File: src/rtl/gate_bist_pkg.sv
// Shared types and constants for the 2-input gate BIST sequencer.
package gate_bist_pkg;

    typedef enum logic [1:0] {
        IDLE   = 2'd0,
        SETTLE = 2'd1,
        SAMPLE = 2'd2,
        FINISH = 2'd3
    } state_t;

    localparam int NUM_PATTERNS = 4;

    // Expected truth tables, bit index = {a,b}.
    localparam logic [3:0] TT_AND  = 4'b1000;
    localparam logic [3:0] TT_OR   = 4'b1110;
    localparam logic [3:0] TT_XOR  = 4'b0110;
    localparam logic [3:0] TT_NAND = 4'b0111;

endpackage

File: src/rtl/gate_bist_timer.sv
// Settle down-counter: load a count, decrement while enabled, expire at zero.
module gate_bist_timer #(
    parameter int W = 4
) (
    input  logic         clk,
    input  logic         rst,
    input  logic         load,
    input  logic         en,
    input  logic [W-1:0] load_val,
    output logic         expire
);

    logic [W-1:0] count_q;
    logic [W-1:0] count_d;

    always_comb begin
        count_d = count_q;
        if (load) begin
            count_d = load_val;
        end else if (en && (count_q != '0)) begin
            count_d = count_q - 1'b1;
        end
    end

    always_ff @(posedge clk) begin
        if (rst) begin
            count_q <= '0;
        end else begin
            count_q <= count_d;
        end
    end

    assign expire = (count_q == '0);

endmodule

File: src/rtl/gate_bist_ctrl.sv
// BIST sequencer: walks {a,b} through 00..11, samples the gate, scores the truth table.
// Optional macro GATE_BIST_LOOP_EN adds loop_mode for back-to-back repeated runs.
module gate_bist_ctrl
    import gate_bist_pkg::*;
#(
    parameter int         SETTLE_CYCLES = 2,
    parameter logic [3:0] EXPECT_TT     = TT_AND
) (
    input  logic       clk,
    input  logic       rst,
    input  logic       start,
`ifdef GATE_BIST_LOOP_EN
    input  logic       loop_mode,
`endif
    output logic       dut_a,
    output logic       dut_b,
    input  logic       dut_y,
    output logic       busy,
    output logic       done,
    output logic       pass,
    output logic [3:0] fail_vec,
    output logic [2:0] err_count,
    output state_t     dbg_state
);

    // start is taken only in IDLE; busy covers SETTLE..FINISH; done is the FINISH cycle.
    localparam logic [3:0] SETTLE_LOAD = 4'(SETTLE_CYCLES - 1);
    // On a loop restart the FINISH cycle already holds pattern 00, so one settle cycle is spent.
    localparam logic [3:0] LOOP_LOAD   = (SETTLE_CYCLES > 1) ? 4'(SETTLE_CYCLES - 2) : 4'd0;

    state_t     state_q, state_d;
    logic [1:0] idx_q, idx_d;
    logic [1:0] dut_ab_q, dut_ab_d;
    logic [3:0] fail_vec_q, fail_vec_d;
    logic [2:0] err_count_q, err_count_d;
    logic       pass_q, pass_d;

    logic       loop_req;
    logic       mismatch;
    logic       last_pat;
    logic       timer_load;
    logic       timer_en;
    logic [3:0] timer_val;
    logic       timer_expire;

`ifdef GATE_BIST_LOOP_EN
    assign loop_req = loop_mode;
`else
    assign loop_req = 1'b0;
`endif

    assign mismatch = (dut_y != EXPECT_TT[idx_q]);
    assign last_pat = (idx_q == 2'(NUM_PATTERNS - 1));

    gate_bist_timer #(.W(4)) u_timer (
        .clk      (clk),
        .rst      (rst),
        .load     (timer_load),
        .en       (timer_en),
        .load_val (timer_val),
        .expire   (timer_expire)
    );

    always_ff @(posedge clk) begin
        if (rst) begin
            state_q     <= IDLE;
            idx_q       <= 2'd0;
            dut_ab_q    <= 2'd0;
            fail_vec_q  <= 4'd0;
            err_count_q <= 3'd0;
            pass_q      <= 1'b0;
        end else begin
            state_q     <= state_d;
            idx_q       <= idx_d;
            dut_ab_q    <= dut_ab_d;
            fail_vec_q  <= fail_vec_d;
            err_count_q <= err_count_d;
            pass_q      <= pass_d;
        end
    end

    always_comb begin
        state_d = state_q;
        case (state_q)
            IDLE:    if (start) state_d = SETTLE;
            SETTLE:  if (timer_expire) state_d = SAMPLE;
            SAMPLE:  state_d = last_pat ? FINISH : SETTLE;
            FINISH: begin
                if (loop_req) state_d = (SETTLE_CYCLES == 1) ? SAMPLE : SETTLE;
                else          state_d = IDLE;
            end
            default: state_d = IDLE;
        endcase
    end

    always_comb begin
        idx_d       = idx_q;
        dut_ab_d    = dut_ab_q;
        fail_vec_d  = fail_vec_q;
        err_count_d = err_count_q;
        pass_d      = pass_q;
        case (state_q)
            IDLE: begin
                if (start) begin
                    idx_d       = 2'd0;
                    dut_ab_d    = 2'd0;
                    fail_vec_d  = 4'd0;
                    err_count_d = 3'd0;
                    pass_d      = 1'b0;
                end
            end
            SAMPLE: begin
                if (mismatch) begin
                    fail_vec_d[idx_q] = 1'b1;
                    err_count_d       = err_count_q + 3'd1;
                end
                if (last_pat) begin
                    pass_d = (fail_vec_d == 4'd0);
                    if (loop_req) dut_ab_d = 2'd0;
                end else begin
                    idx_d    = idx_q + 2'd1;
                    dut_ab_d = idx_q + 2'd1;
                end
            end
            FINISH: begin
                dut_ab_d = 2'd0;
                if (loop_req) begin
                    idx_d       = 2'd0;
                    fail_vec_d  = 4'd0;
                    err_count_d = 3'd0;
                end
            end
            default: ;
        endcase
    end

    always_comb begin
        timer_load = ((state_q == IDLE) && start)
                   || ((state_q == SAMPLE) && !last_pat)
                   || ((state_q == FINISH) && loop_req);
        timer_val  = (state_q == FINISH) ? LOOP_LOAD : SETTLE_LOAD;
        timer_en   = (state_q == SETTLE);
        busy       = (state_q != IDLE);
        done       = (state_q == FINISH);
        dut_a      = dut_ab_q[1];
        dut_b      = dut_ab_q[0];
        pass       = pass_q;
        fail_vec   = fail_vec_q;
        err_count  = err_count_q;
        dbg_state  = state_q;
    end

endmodule

File: config.mk
export PLATFORM = sky130hd
export DESIGN_NAME = gate_bist_ctrl
export DESIGN_NICKNAME = d
export VERILOG_FILES = /design/src/rtl/gate_bist_pkg.sv /design/src/rtl/gate_bist_timer.sv /design/src/rtl/gate_bist_ctrl.sv
export SDC_FILE = /design/constraint.sdc
export NUM_CORES = 1
export LEC_CHECK = 0
export ABC_CLOCK_PERIOD_IN_PS = 1800
export CORE_MARGIN = 2
export CORE_UTILIZATION = 50
export DETAILED_ROUTE_END_ITERATION = 10
export PLACE_DENSITY = 0.77
export SLEW_MARGIN = 20
export SYNTH_ARGS = -nofsm -noshare
export SYNTH_HDL_FRONTEND = slang
export SYNTH_SLANG_ARGS = --single-unit
File: constraint.sdc
create_clock -name clk -period 1.8 [get_ports clk]
set_input_delay 0.45 -clock clk [delete_from_list [all_inputs] [get_ports clk]]
set_output_delay 0.45 -clock clk [all_outputs]
set_load 0.02 [all_outputs]
==> flow_results.xml <==
<?xml version="1.0" encoding="UTF-8"?>
<metrics>
  <group name="outcome">
    <metric name="outcome" unit="">completed</metric>
  </group>
  <group name="sta">
    <metric name="skew" unit="ps">7.851</metric>
    <metric name="finalWorstSetupSlack" unit="ps">51.01</metric>
    <metric name="rsz0062_at_grt" unit="">false</metric>
    <metric name="slew-limit-headroom" unit="">0.7038</metric>
    <metric name="final_hold_viol_count" unit="">0</metric>
    <metric name="max_slew.worst_pin.slew" unit="ps">442.4</metric>
    <metric name="maxSlewViolCount" unit="">0</metric>
    <metric name="fmaxAchievable" unit="GHz">0.5718</metric>
    <metric name="period_minus_slack" unit="ps">1749</metric>
    <metric name="setup_viol" unit="">0</metric>
    <metric name="period_share" unit="">0.9717</metric>
  </group>
  <group name="synthesis">
    <metric name="synth.yosys.seq_area_share" unit="">0.3810</metric>
    <metric name="synth_compound_gate_area_share" unit="">0.1561</metric>
    <metric name="netlist.area_leader.share" unit="">0.3810</metric>
    <metric name="synth_top_cell_by_area" unit="">dfxtp_1</metric>
    <metric name="yosysWarnings" unit="">0</metric>
    <metric name="synth_seq_cells" unit="">18</metric>
    <metric name="synth.mux.area_fraction" unit="">0.01190</metric>
    <metric name="post_synth_xor_area_fraction" unit="">0.05423</metric>
    <metric name="async_reset_ff_frac" unit="">0</metric>
    <metric name="synth.top_cells.by_area" unit="">dfxtp_1, ha_1, nor2_1</metric>
    <metric name="synth.top_cells.by_count" unit="">dfxtp_1, nor2_1, ha_1</metric>
    <metric name="synth_cell_types" unit="">39</metric>
    <metric name="synth-edff-count" unit="">0</metric>
    <metric name="share_of_synthesized_cell_area_in_and_or_nand_and_nor_gates" unit="">0.2328</metric>
    <metric name="avgSynthCellArea" unit="um2">9.095</metric>
    <metric name="synthesis.area" unit="um2">945.9</metric>
    <metric name="synth.most_common_cell" unit="">dfxtp_1</metric>
    <metric name="postSynthNetCount" unit="">116</metric>
    <metric name="ys.flop_type" unit="">dfxtp_1</metric>
    <metric name="postSynthCellCount" unit="">104</metric>
    <metric name="synth_top_family_by_area" unit="">simple AND/OR/NAND/NOR gates</metric>
    <metric name="yosys.area_share.adder" unit="">0.1058</metric>
  </group>
  <group name="global_routing">
    <metric name="grt_antenna_before_repair" unit="">0</metric>
    <metric name="grt_max_degree" unit="">17</metric>
    <metric name="overflow" unit="">0</metric>
    <metric name="first_pass_grt_wire_length" unit="um">3091</metric>
    <metric name="grt_pass1_vias" unit="">758</metric>
    <metric name="global_route.usage.total" unit="">0.1975</metric>
  </group>
  <group name="clock_network">
    <metric name="tritoncts_clock_tree" unit="">yes</metric>
    <metric name="clockBufferDepth" unit="">2</metric>
    <metric name="cts_made_buffers" unit="">3</metric>
    <metric name="tritoncts_num_sinks" unit="">18</metric>
    <metric name="clk_root_buffer_cell" unit="">clkbuf_4</metric>
    <metric name="cts_htree_levels" unit="">1</metric>
    <metric name="clk_pin_slew_worst_paths" unit="ps">100</metric>
    <metric name="cts-hold-fix-buffers" unit="">0</metric>
    <metric name="cts.repair_timing.setup_buffer_count" unit="">0</metric>
    <metric name="clkLatencyLatePin" unit="ps">290</metric>
  </group>
  <group name="drt">
    <metric name="drt_pre_antenna_iters" unit="">4</metric>
    <metric name="detailroute.via_count" unit="">767</metric>
    <metric name="drtAntennaViolNets" unit="">0</metric>
    <metric name="drc" unit="">0</metric>
    <metric name="drt-vias-per-instance" unit="">5.218</metric>
    <metric name="routed_wirelength" unit="um">1802</metric>
    <metric name="detailedRoute.firstIterationViolations" unit="">21</metric>
    <metric name="wire_per_inst" unit="um">12.26</metric>
  </group>
  <group name="worst_setup_path">
    <metric name="critPathCaptureType" unit="">output pin</metric>
    <metric name="arrival" unit="ps">1300</metric>
    <metric name="timing.critical_path.from_type" unit="">flip-flop</metric>
    <metric name="cp_num_buf_inv" unit="">1</metric>
    <metric name="slowest_delay" unit="ps">620</metric>
    <metric name="criticalPathCategory" unit="">flip-flop to output pin</metric>
    <metric name="critical-path-top-delay-family" unit="">buffers and inverters</metric>
    <metric name="crit_slowest_cell" unit="">clkdlybuf4s50_1</metric>
    <metric name="cp_data_required_time" unit="ps">1350</metric>
    <metric name="worst-path-max-fanout" unit="">4</metric>
    <metric name="crit_path_cell_trace" unit="">clkdlybuf4s50_1</metric>
  </group>
  <group name="cells_and_area">
    <metric name="finalInstanceArea" unit="um2">1169</metric>
    <metric name="num_antenna_cells" unit="">0</metric>
    <metric name="final_net_count" unit="">135</metric>
    <metric name="drive_above_1_share" unit="">0.1230</metric>
    <metric name="fillerInstances" unit="">156</metric>
    <metric name="synthToLayoutAreaGrowth" unit="%">23.54</metric>
  </group>
  <group name="floorplanning">
    <metric name="chipHeight" unit="um">47.50</metric>
    <metric name="initial_core_utilization" unit="">0.5419</metric>
    <metric name="placeableCoreArea" unit="um2">1745</metric>
    <metric name="row_count" unit="">15</metric>
    <metric name="die_outline_width" unit="um">47.50</metric>
    <metric name="dieArea" unit="um2">2256</metric>
    <metric name="floorplan.io_pins" unit="">18</metric>
  </group>
  <group name="power_and_ir_drop">
    <metric name="ir_worst_vdd" unit="mV">0.5435</metric>
    <metric name="power_density_relative_to_cell_area" unit="nW/um2">710.0</metric>
    <metric name="static_power_due_to_leakage" unit="nW">0.4987</metric>
  </group>
  <group name="placement">
    <metric name="gpl.final_weighted_congestion" unit="">0.7639</metric>
    <metric name="placement.cell_area" unit="um2">1134</metric>
    <metric name="io_buffer_count" unit="">17</metric>
    <metric name="hpwlAfterDp" unit="um">1373</metric>
    <metric name="place_ws" unit="ps">-60.44</metric>
  </group>
  <group name="job">
    <metric name="max-cap-violations" unit="">0</metric>
  </group>
  <group name="min_path">
    <metric name="worst_hold_path_type" unit="">flip-flop to flip-flop</metric>
  </group>
</metrics>
-- layout make-up --
cell class	count	area, um2	share of cell area
inverter	5	18.77	0.01606
sequential	18	360.3	0.3084
tap	25	31.28	0.02677
clock buffer	4	36.28	0.03105
multi-input combinational	75	530.5	0.4540
timing repair buffer	20	191.4	0.1638
-- flip-flops by register name, summed over array words and instances, names as in the netlist --
signal	count
dbg_state	2
dut_ab_q	2
err_count	3
fail_vec	4
idx_q	2
pass	1
u_timer.count_q	4
-- layout by cell type (no fill, tap or decap), drive strengths merged, types with 3 or more instances in the layout --
cell type and count:
ha 8, nand2b 3, nor2 14, inv 5
xor2 4, nor3 3, buf 3, nand3 6
a21o 3, a21oi 7, clkdlybuf4s50 13, dlygate4sd2 3
dfxtp 18, clkbuf 4, nor2b 3
-- repair_timing --
| action | in CTS | in global routing |
|---|---|---|
| endpoints found under the setup margin | 3 | 1 |
| hold endpoints to repair | 0 | 0 |
| resized for setup | 3 | 1 |
-- final timing paths --
path	start	endpoint	slack, ps	depth (start not counted)
worst max-delay path	err_count[0]$_SDFFE_PP0P_	err_count[0]	50	1
worst min-delay path	dut_ab_q[1]$_SDFFE_PP0P_	dut_ab_q[1]$_SDFFE_PP0P_	500	2
worst max register to register	idx_q[0]$_SDFFE_PP0P_	err_count[0]$_SDFFE_PP0P_	170	5
worst min register to register	dut_ab_q[1]$_SDFFE_PP0P_	dut_ab_q[1]$_SDFFE_PP0P_	500	2
-- per-layer routing --
metal / part of all wire / global-route usage
met1: 0.48 / 0.2582
met2: 0.45 / 0.3081
met3: 0.043 / 0.03396
met4: 0.028 / 0.1111
met5: 0 / 0
-- power by group --
| group | switching (W) | internal (W) |
|---|---|---|
| clock network | 0.000122 | 0.000123 |
| logic | 0.0000896 | 0.0000696 |
| registers | 0.0000129 | 0.000413 |
| total | 0.000224 | 0.000605 |
-- through the flow --
| step | cells | util | setup TNS [ps] | power (W) | hold slack [ps] |
|---|---|---|---|---|---|
| 6_report | 147 | 0.6695 | 0 | 0.0008297 | 497.4 |
| 5_1_grt | 147 | 0.6695 | 0 | 0.0008708 | 521.4 |
| 4_1_cts | 147 | 0.6681 | 0 | 0.0008404 | 504.7 |
| 3_5_place_dp | 143 | 0.6495 | -192.1 | 0.0005969 | 482.0 |
| 3_3_place_gp | 143 | 0.6495 | -26.99 | 0.0005919 | 473.8 |
| 2_1_floorplan | 104 | - | 0 | 0.0005498 | 474.0 |
-- cell families after synthesis --
family | after synthesis
DFF | 18
buffers and inverters | 11
muxes | 1
and+or+nand+nor | 40
AOI/OAI and AO/OA | 21
xor gates and xnor gates | 5
adders and majority gates | 8
No activity file was read; power rests on OpenSTA's default activity.
